$ cat src/rtl/multu_pkg.sv
// -----------------------------------------------------------------------------
// multu_pkg
//   Shared definitions for the iterative unsigned multiplier (MULTU) block.
//   Contents:
//     MULTU_WIDTH  - default operand width (product is 2*MULTU_WIDTH)
//     MULTU_CNT_W  - default iteration counter width
//     state_t      - sequencer state encoding (IDLE=0, RUN=1, DONE=2)
// -----------------------------------------------------------------------------
package multu_pkg;

  localparam int MULTU_WIDTH = 32;
  localparam int MULTU_CNT_W = 6;

  typedef enum logic [1:0] {
    IDLE = 2'd0,
    RUN  = 2'd1,
    DONE = 2'd2
  } state_t;

endpackage

$ cat src/rtl/multu_datapath.sv
// -----------------------------------------------------------------------------
// multu_datapath
//   Shift-add datapath for the MULTU sequencer: multiplicand, multiplier and
//   accumulator registers plus the 2*WIDTH-bit adder.
//   Ports:
//     clk          in   clock, all state on rising edge
//     rst          in   synchronous, active-high reset (clears all registers)
//     load         in   capture op_a/op_b and clear the accumulator
//     step         in   perform one shift-add iteration
//     op_a         in   WIDTH    multiplicand
//     op_b         in   WIDTH    multiplier
//     product      out  2*WIDTH  accumulator contents (final product after last step)
//     mplier_zero  out  multiplier will be zero once the current step shifts it
// -----------------------------------------------------------------------------
module multu_datapath
  import multu_pkg::*;
#(
  parameter int WIDTH = MULTU_WIDTH
) (
  input  logic               clk,
  input  logic               rst,
  input  logic               load,
  input  logic               step,
  input  logic [WIDTH-1:0]   op_a,
  input  logic [WIDTH-1:0]   op_b,
  output logic [2*WIDTH-1:0] product,
  output logic               mplier_zero
);

  logic [2*WIDTH-1:0] mcand;
  logic [2*WIDTH-1:0] acc;
  logic [WIDTH-1:0]   mplier;

  // NOTE: sequential state uses non-blocking assignments so every register
  // samples the pre-edge values of the others, as real flops do.
  always_ff @(posedge clk) begin
    if (rst) begin
      mcand  <= '0;
      mplier <= '0;
      acc    <= '0;
    end else if (load) begin
      mcand  <= {{WIDTH{1'b0}}, op_a};
      mplier <= op_b;
      acc    <= '0;
    end else if (step) begin
      // The true product fits in 2*WIDTH bits, so this add never overflows.
      if (mplier[0]) begin
        acc <= acc + mcand;
      end
      mcand  <= mcand << 1;
      mplier <= mplier >> 1;
    end
  end

  // Looks at the value mplier will have after this cycle's right shift.
  assign mplier_zero = (mplier[WIDTH-1:1] == '0);
  assign product     = acc;

endmodule

$ cat src/rtl/multu_sequencer.sv
// -----------------------------------------------------------------------------
// multu_sequencer
//   Multi-cycle controller for unsigned WIDTHxWIDTH multiply (MULTU). Accepts an
//   operand pair from EX, iterates the shift-add datapath, writes the product
//   to HiLo with a one-cycle strobe, and stalls the pipeline front end on a new
//   MULTU or an MFHI/MFLO while a multiply is in flight.
//   Optional feature: define MULTU_EARLY_TERM_EN to finish as soon as the
//   remaining multiplier bits are all zero (product unchanged).
//   Ports:
//     clk      in   clock, all state on rising edge
//     rst      in   synchronous, active-high reset; aborts any multiply
//     start    in   EX holds a MULTU (level, held while stalled)
//     op_a     in   WIDTH  multiplicand
//     op_b     in   WIDTH  multiplier
//     hilo_rd  in   EX holds MFHI/MFLO
//     stall    out  freeze PC/IF_ID/ID_EX, bubble into EX_MEM
//     busy     out  sequencer not in IDLE
//     hilo_we  out  one-cycle HiLo write strobe
//     hi_wd    out  WIDTH  product upper half, valid with hilo_we
//     lo_wd    out  WIDTH  product lower half, valid with hilo_we
//     done     out  same as hilo_we
// -----------------------------------------------------------------------------
module multu_sequencer
  import multu_pkg::*;
#(
  parameter int WIDTH = MULTU_WIDTH,
  parameter int CNT_W = MULTU_CNT_W
) (
  input  logic             clk,
  input  logic             rst,
  input  logic             start,
  input  logic [WIDTH-1:0] op_a,
  input  logic [WIDTH-1:0] op_b,
  input  logic             hilo_rd,
  output logic             stall,
  output logic             busy,
  output logic             hilo_we,
  output logic [WIDTH-1:0] hi_wd,
  output logic [WIDTH-1:0] lo_wd,
  output logic             done
);

`ifdef MULTU_EARLY_TERM_EN
  localparam bit EARLY_TERM = 1'b1;
`else
  localparam bit EARLY_TERM = 1'b0;
`endif

  state_t             state;
  logic [CNT_W-1:0]   cnt;
  logic               load;
  logic               step;
  logic               last_step;
  logic               mplier_zero;
  logic [2*WIDTH-1:0] product;

  // Operands are only captured in IDLE; a start seen while busy is held off
  // by stall and picked up in the IDLE cycle following DONE.
  assign load      = (state == IDLE) && start;
  assign step      = (state == RUN);
  assign last_step = (cnt == CNT_W'(WIDTH - 1)) || (EARLY_TERM && mplier_zero);

  multu_datapath #(
    .WIDTH (WIDTH)
  ) u_datapath (
    .clk         (clk),
    .rst         (rst),
    .load        (load),
    .step        (step),
    .op_a        (op_a),
    .op_b        (op_b),
    .product     (product),
    .mplier_zero (mplier_zero)
  );

  // busy and hilo_we are registered alongside state so they are glitch-free.
  always_ff @(posedge clk) begin
    if (rst) begin
      state   <= IDLE;
      cnt     <= '0;
      busy    <= 1'b0;
      hilo_we <= 1'b0;
    end else begin
      hilo_we <= 1'b0;
      case (state)
        IDLE: begin
          if (start) begin
            cnt   <= '0;
            busy  <= 1'b1;
            state <= RUN;
          end
        end
        RUN: begin
          cnt <= cnt + CNT_W'(1);
          if (last_step) begin
            hilo_we <= 1'b1;
            state   <= DONE;
          end
        end
        DONE: begin
          busy  <= 1'b0;
          state <= IDLE;
        end
        default: begin
          busy  <= 1'b0;
          state <= IDLE;
        end
      endcase
    end
  end

  // Stall also covers DONE: HiLo is only written at the end of that cycle.
  assign stall = busy && (start || hilo_rd);
  assign done  = hilo_we;
  assign hi_wd = product[2*WIDTH-1:WIDTH];
  assign lo_wd = product[WIDTH-1:0];

endmodule

$ cat config.mk
export PLATFORM = sky130hd
export DESIGN_NAME = multu_sequencer
export DESIGN_NICKNAME = d
export VERILOG_FILES = /design/src/rtl/multu_pkg.sv /design/src/rtl/multu_datapath.sv /design/src/rtl/multu_sequencer.sv
export SDC_FILE = /design/constraint.sdc
export NUM_CORES = 1
export LEC_CHECK = 0
export BUFFER_PORTS_ARGS = -buffer_cell sky130_fd_sc_hd__buf_2
export CAP_MARGIN = 20
export CORE_MARGIN = 2
export CORE_UTILIZATION = 23
export DETAILED_ROUTE_END_ITERATION = 8
export GPL_ROUTABILITY_DRIVEN = 0
export PLACE_DENSITY = 0.49
export SYNTH_ARGS = -nofsm -noshare
export SYNTH_HDL_FRONTEND = slang
export SYNTH_SLANG_ARGS = --single-unit
$ cat constraint.sdc
create_clock -name clk -period 5.27 [get_ports clk]
set_input_delay 0.2635 -clock clk [delete_from_list [all_inputs] [get_ports clk]]
set_output_delay 0.2635 -clock clk [all_outputs]
set_load 0.005 [all_outputs]
==> results.md <==
* Status: complete, no violations
* Post-layout minimum cycle time at 3.27 ns
* Worst-margin pin slew at 0.857 ns
* Top Ports at 136
* Routed via count at 9743
* Clock skew at 0.0155 ns
* Initial antenna violation count at 6
* Data required time of the critical path at 5.61 ns
* Crit path cell chain: ha_1, fa_1, a211oi_1, o211ai_2, nand2_1, o21ai_1, a21oi_1, a21boi_1, o21a_1, or3_1, a32o_1
* Multi-input gate area at 0.00627 sq mm
* Clk root buf: clkbuf_16
* Yosys reg bits at 170
* Final design area excluding fillers at 0.0119 sq mm
* Post-synth EDFFs at 0
* Leakage at 0.00484 uW
* R2r endpoint: u_datapath.product[40]
* Initial Utilization at 23.3%
* TritonCTS buffer count at 17
* Vias in the first global route at 9137
* Critical Path Slowest Stage Cell: fa_1
* Final ANT Viol Nets at 0
* Most frequent cells in the layout: nand2_1, a21oi_1, dfxtp_1
* Synth warn at 0
* Post-CTS setup repair buffer count at 0
* Chip Height at 213 um
* Syn-to-layout area delta at 18.6%
* Cell variety after synth at 68
* Sequential area share after synthesis at 33.9%
* Die Width at 213 um
* First drt pass iteration count at 5
* Core Region at 0.0431 sq mm
* Post-CTS Resized at 0
* Post-Synthesis Cell Area at 0.0100 sq mm
* Worst Hold Class: in2reg
* Setup TNS at 0 ns
* Clock buffer depth at 2
* Max-slew headroom at 42.9%
* Worst Path Class, Setup: reg2reg
* Layout cell share with drive strength beyond 1 at 14.3%
* Max Fclk at 306 MHz
* Die Area at 0.0453 sq mm
* H-tree Lvls at 4
* Clock Sinks at 170
* R2R Setup Slk at 2.00 ns
* Total grt overflow at 0
* Final slew viol count at 0
* CP delay by family, top: compound AO/OA/AOI/OAI gates
* Worst r2r src: u_datapath.product[0]
* Pwr Total at 3070 uW
* Hold_ws at 0.0379 ns
* CP bufs+invs at 0
* Most used DFF post-synth: dfxtp_1
* GRT Resource Usage Total at 14.8%
* Hold Path Stages at 3
* R2r worst-path depth at 11
* Placed inst area at 0.0113 sq mm
* Hold EP: u_datapath.mplier[0]
* Crit path largest cell delay at 0.43 ns
* Seq. cell area at 0.00340 sq mm
* Most common cell after layout, fill and taps aside: nand2_1
* Area contributors post-synth: dfxtp_1, a21oi_1, nand2_1
* Worst setup SP type: register
* Nets at 1531
* Row count at 76
* Critical path startpoint: u_datapath.product[0]
* CTS tree: built
* Max Cap Violations at 0
* # DRC at 0
* First-pass GRT wire length at 51900 um
* Power Dens Cells at 258 mW/mm^2
* Synth area leader: dfxtp_1
* Crit path arrival time at 3.61 ns
* Peak VDD IR at 0.170 mV
* Final wirelength at 33400 um
* Hold_buf cts at 1
* Post-Synthesis Cells at 1306
* Worst Hold Launch: op_b[0]
* DRT iter0 DRCs at 533
* Mapped Nets at 1439
* Hpwl dp at 24700 um
* Final hold vios at 0
* Clock-pin slew on the worst setup and hold paths at 0.07 ns
* DR vias/cell at 4.88
* Syn Area/Cell at 7.68 sq um
* Worst Path Max Fanout at 5
* WL/cell at 16.8 um
* Count of final setup violators at 0
* FILL cells at 4722
* RSZ-0062 raised after global routing: no
* Clk Latency, worst-skew pair at 0.46 ns
* PortBufs at 135
* Crit end category: register
* Synth top area share at 33.9%
* Period utilization at 62.0%
* Pin count of the biggest net entering global routing at 74
* Synth async-reset ratio at 0%
sequential cells by signal, indices dropped and copies added (netlist names):
register            cells
busy                    1
cnt                     6
done                    1
state                   2
u_datapath.mcand       64
u_datapath.mplier      32
u_datapath.product     64
per-stage QoR:
stage	cells	worst slack, ns	utilization, %
floorplan	1306	2.49	-
global route	1995	1.76	27.6
CTS	1995	2.08	27.6
detailed placement	1963	2.10	26.1
finish	1996	2.00	27.6
global placement	1962	2.14	26.1
tightest hold or removal path: cells and delay by family:
| kind | cells | cell delay [ns] |
|---|---|---|
| buffers and inverters | 2 | 0.13 |
| AO/OA/AOI/OAI | 1 | 0.07 |
cell families (layout without fill, tap and decap cells):
logic type      after synthesis  count (layout)  share of synthesized area [%]
simple gates                452             452                           19.7
compound gates              477             477                           30.5
other cells                   0               1                              0
xor+xnor                     45              45                           3.93
buf+inv                      97             201                           3.79
flops                       170             170                           33.9
fa+ha+maj                    65              65                           8.18
routing by layer:
metal	routed length, um	GRT usage, %	vias up	part of all wire, %
met5	54	0	-	0.16
met4	444	3.47	8	1.3
met3	1770	3.57	37	5.3
met2	15000	23.3	198	45
met1	16200	20.3	4597	48
li1	-	-	4903	-
cell type report:
| class | count | area share, % |
|---|---|---|
| inverters | 22 | 0.694 |
| clock buffers | 18 | 3.69 |
| clock inverters | 13 | 1.62 |
| diodes | 1 | 0.0210 |
| flip-flops and latches | 170 | 28.6 |
| repair buffers | 148 | 6.52 |
| well taps | 585 | 6.15 |
| multi-input cells | 1039 | 52.7 |
cell usage after synthesis, types with 7 or more instances:
master,number
nand2_1,269
a21oi_1,210
dfxtp_1,170
ha_1,64
clkbuf_1,60
o21ai_0,60
nor2_1,59
a22oi_1,58
a21o_1,32
xnor2_1,25
nand3_1,24
nor3_1,24
nand4_1,23
inv_1,22
xor2_1,20
o21bai_1,16
o21ai_1,14
or3_1,12
buf_2,10
a211oi_1,9
o211ai_1,9
a31oi_1,7
nand3b_1,7
o21a_1,7
where the power goes:
part	internal [uW]	switching, uW	leakage [uW]
clock	808	582	0.000297
sequential	1330	34.2	0.00138
combinational	103	219	0.00316
worst max path at each step:
stage	endpoint	slack, ns	cells past startpoint
after floorplan	u_datapath.product[26]	2.49	11
after global placement	u_datapath.product[26]	2.14	11
after detailed placement	u_datapath.product[60]	2.10	11
after CTS	u_datapath.product[58]	2.08	11
after global routing	u_datapath.product[26]	1.76	11
final	u_datapath.product[40]	2.00	11
Note: power is estimated with default switching activity, not from simulation.
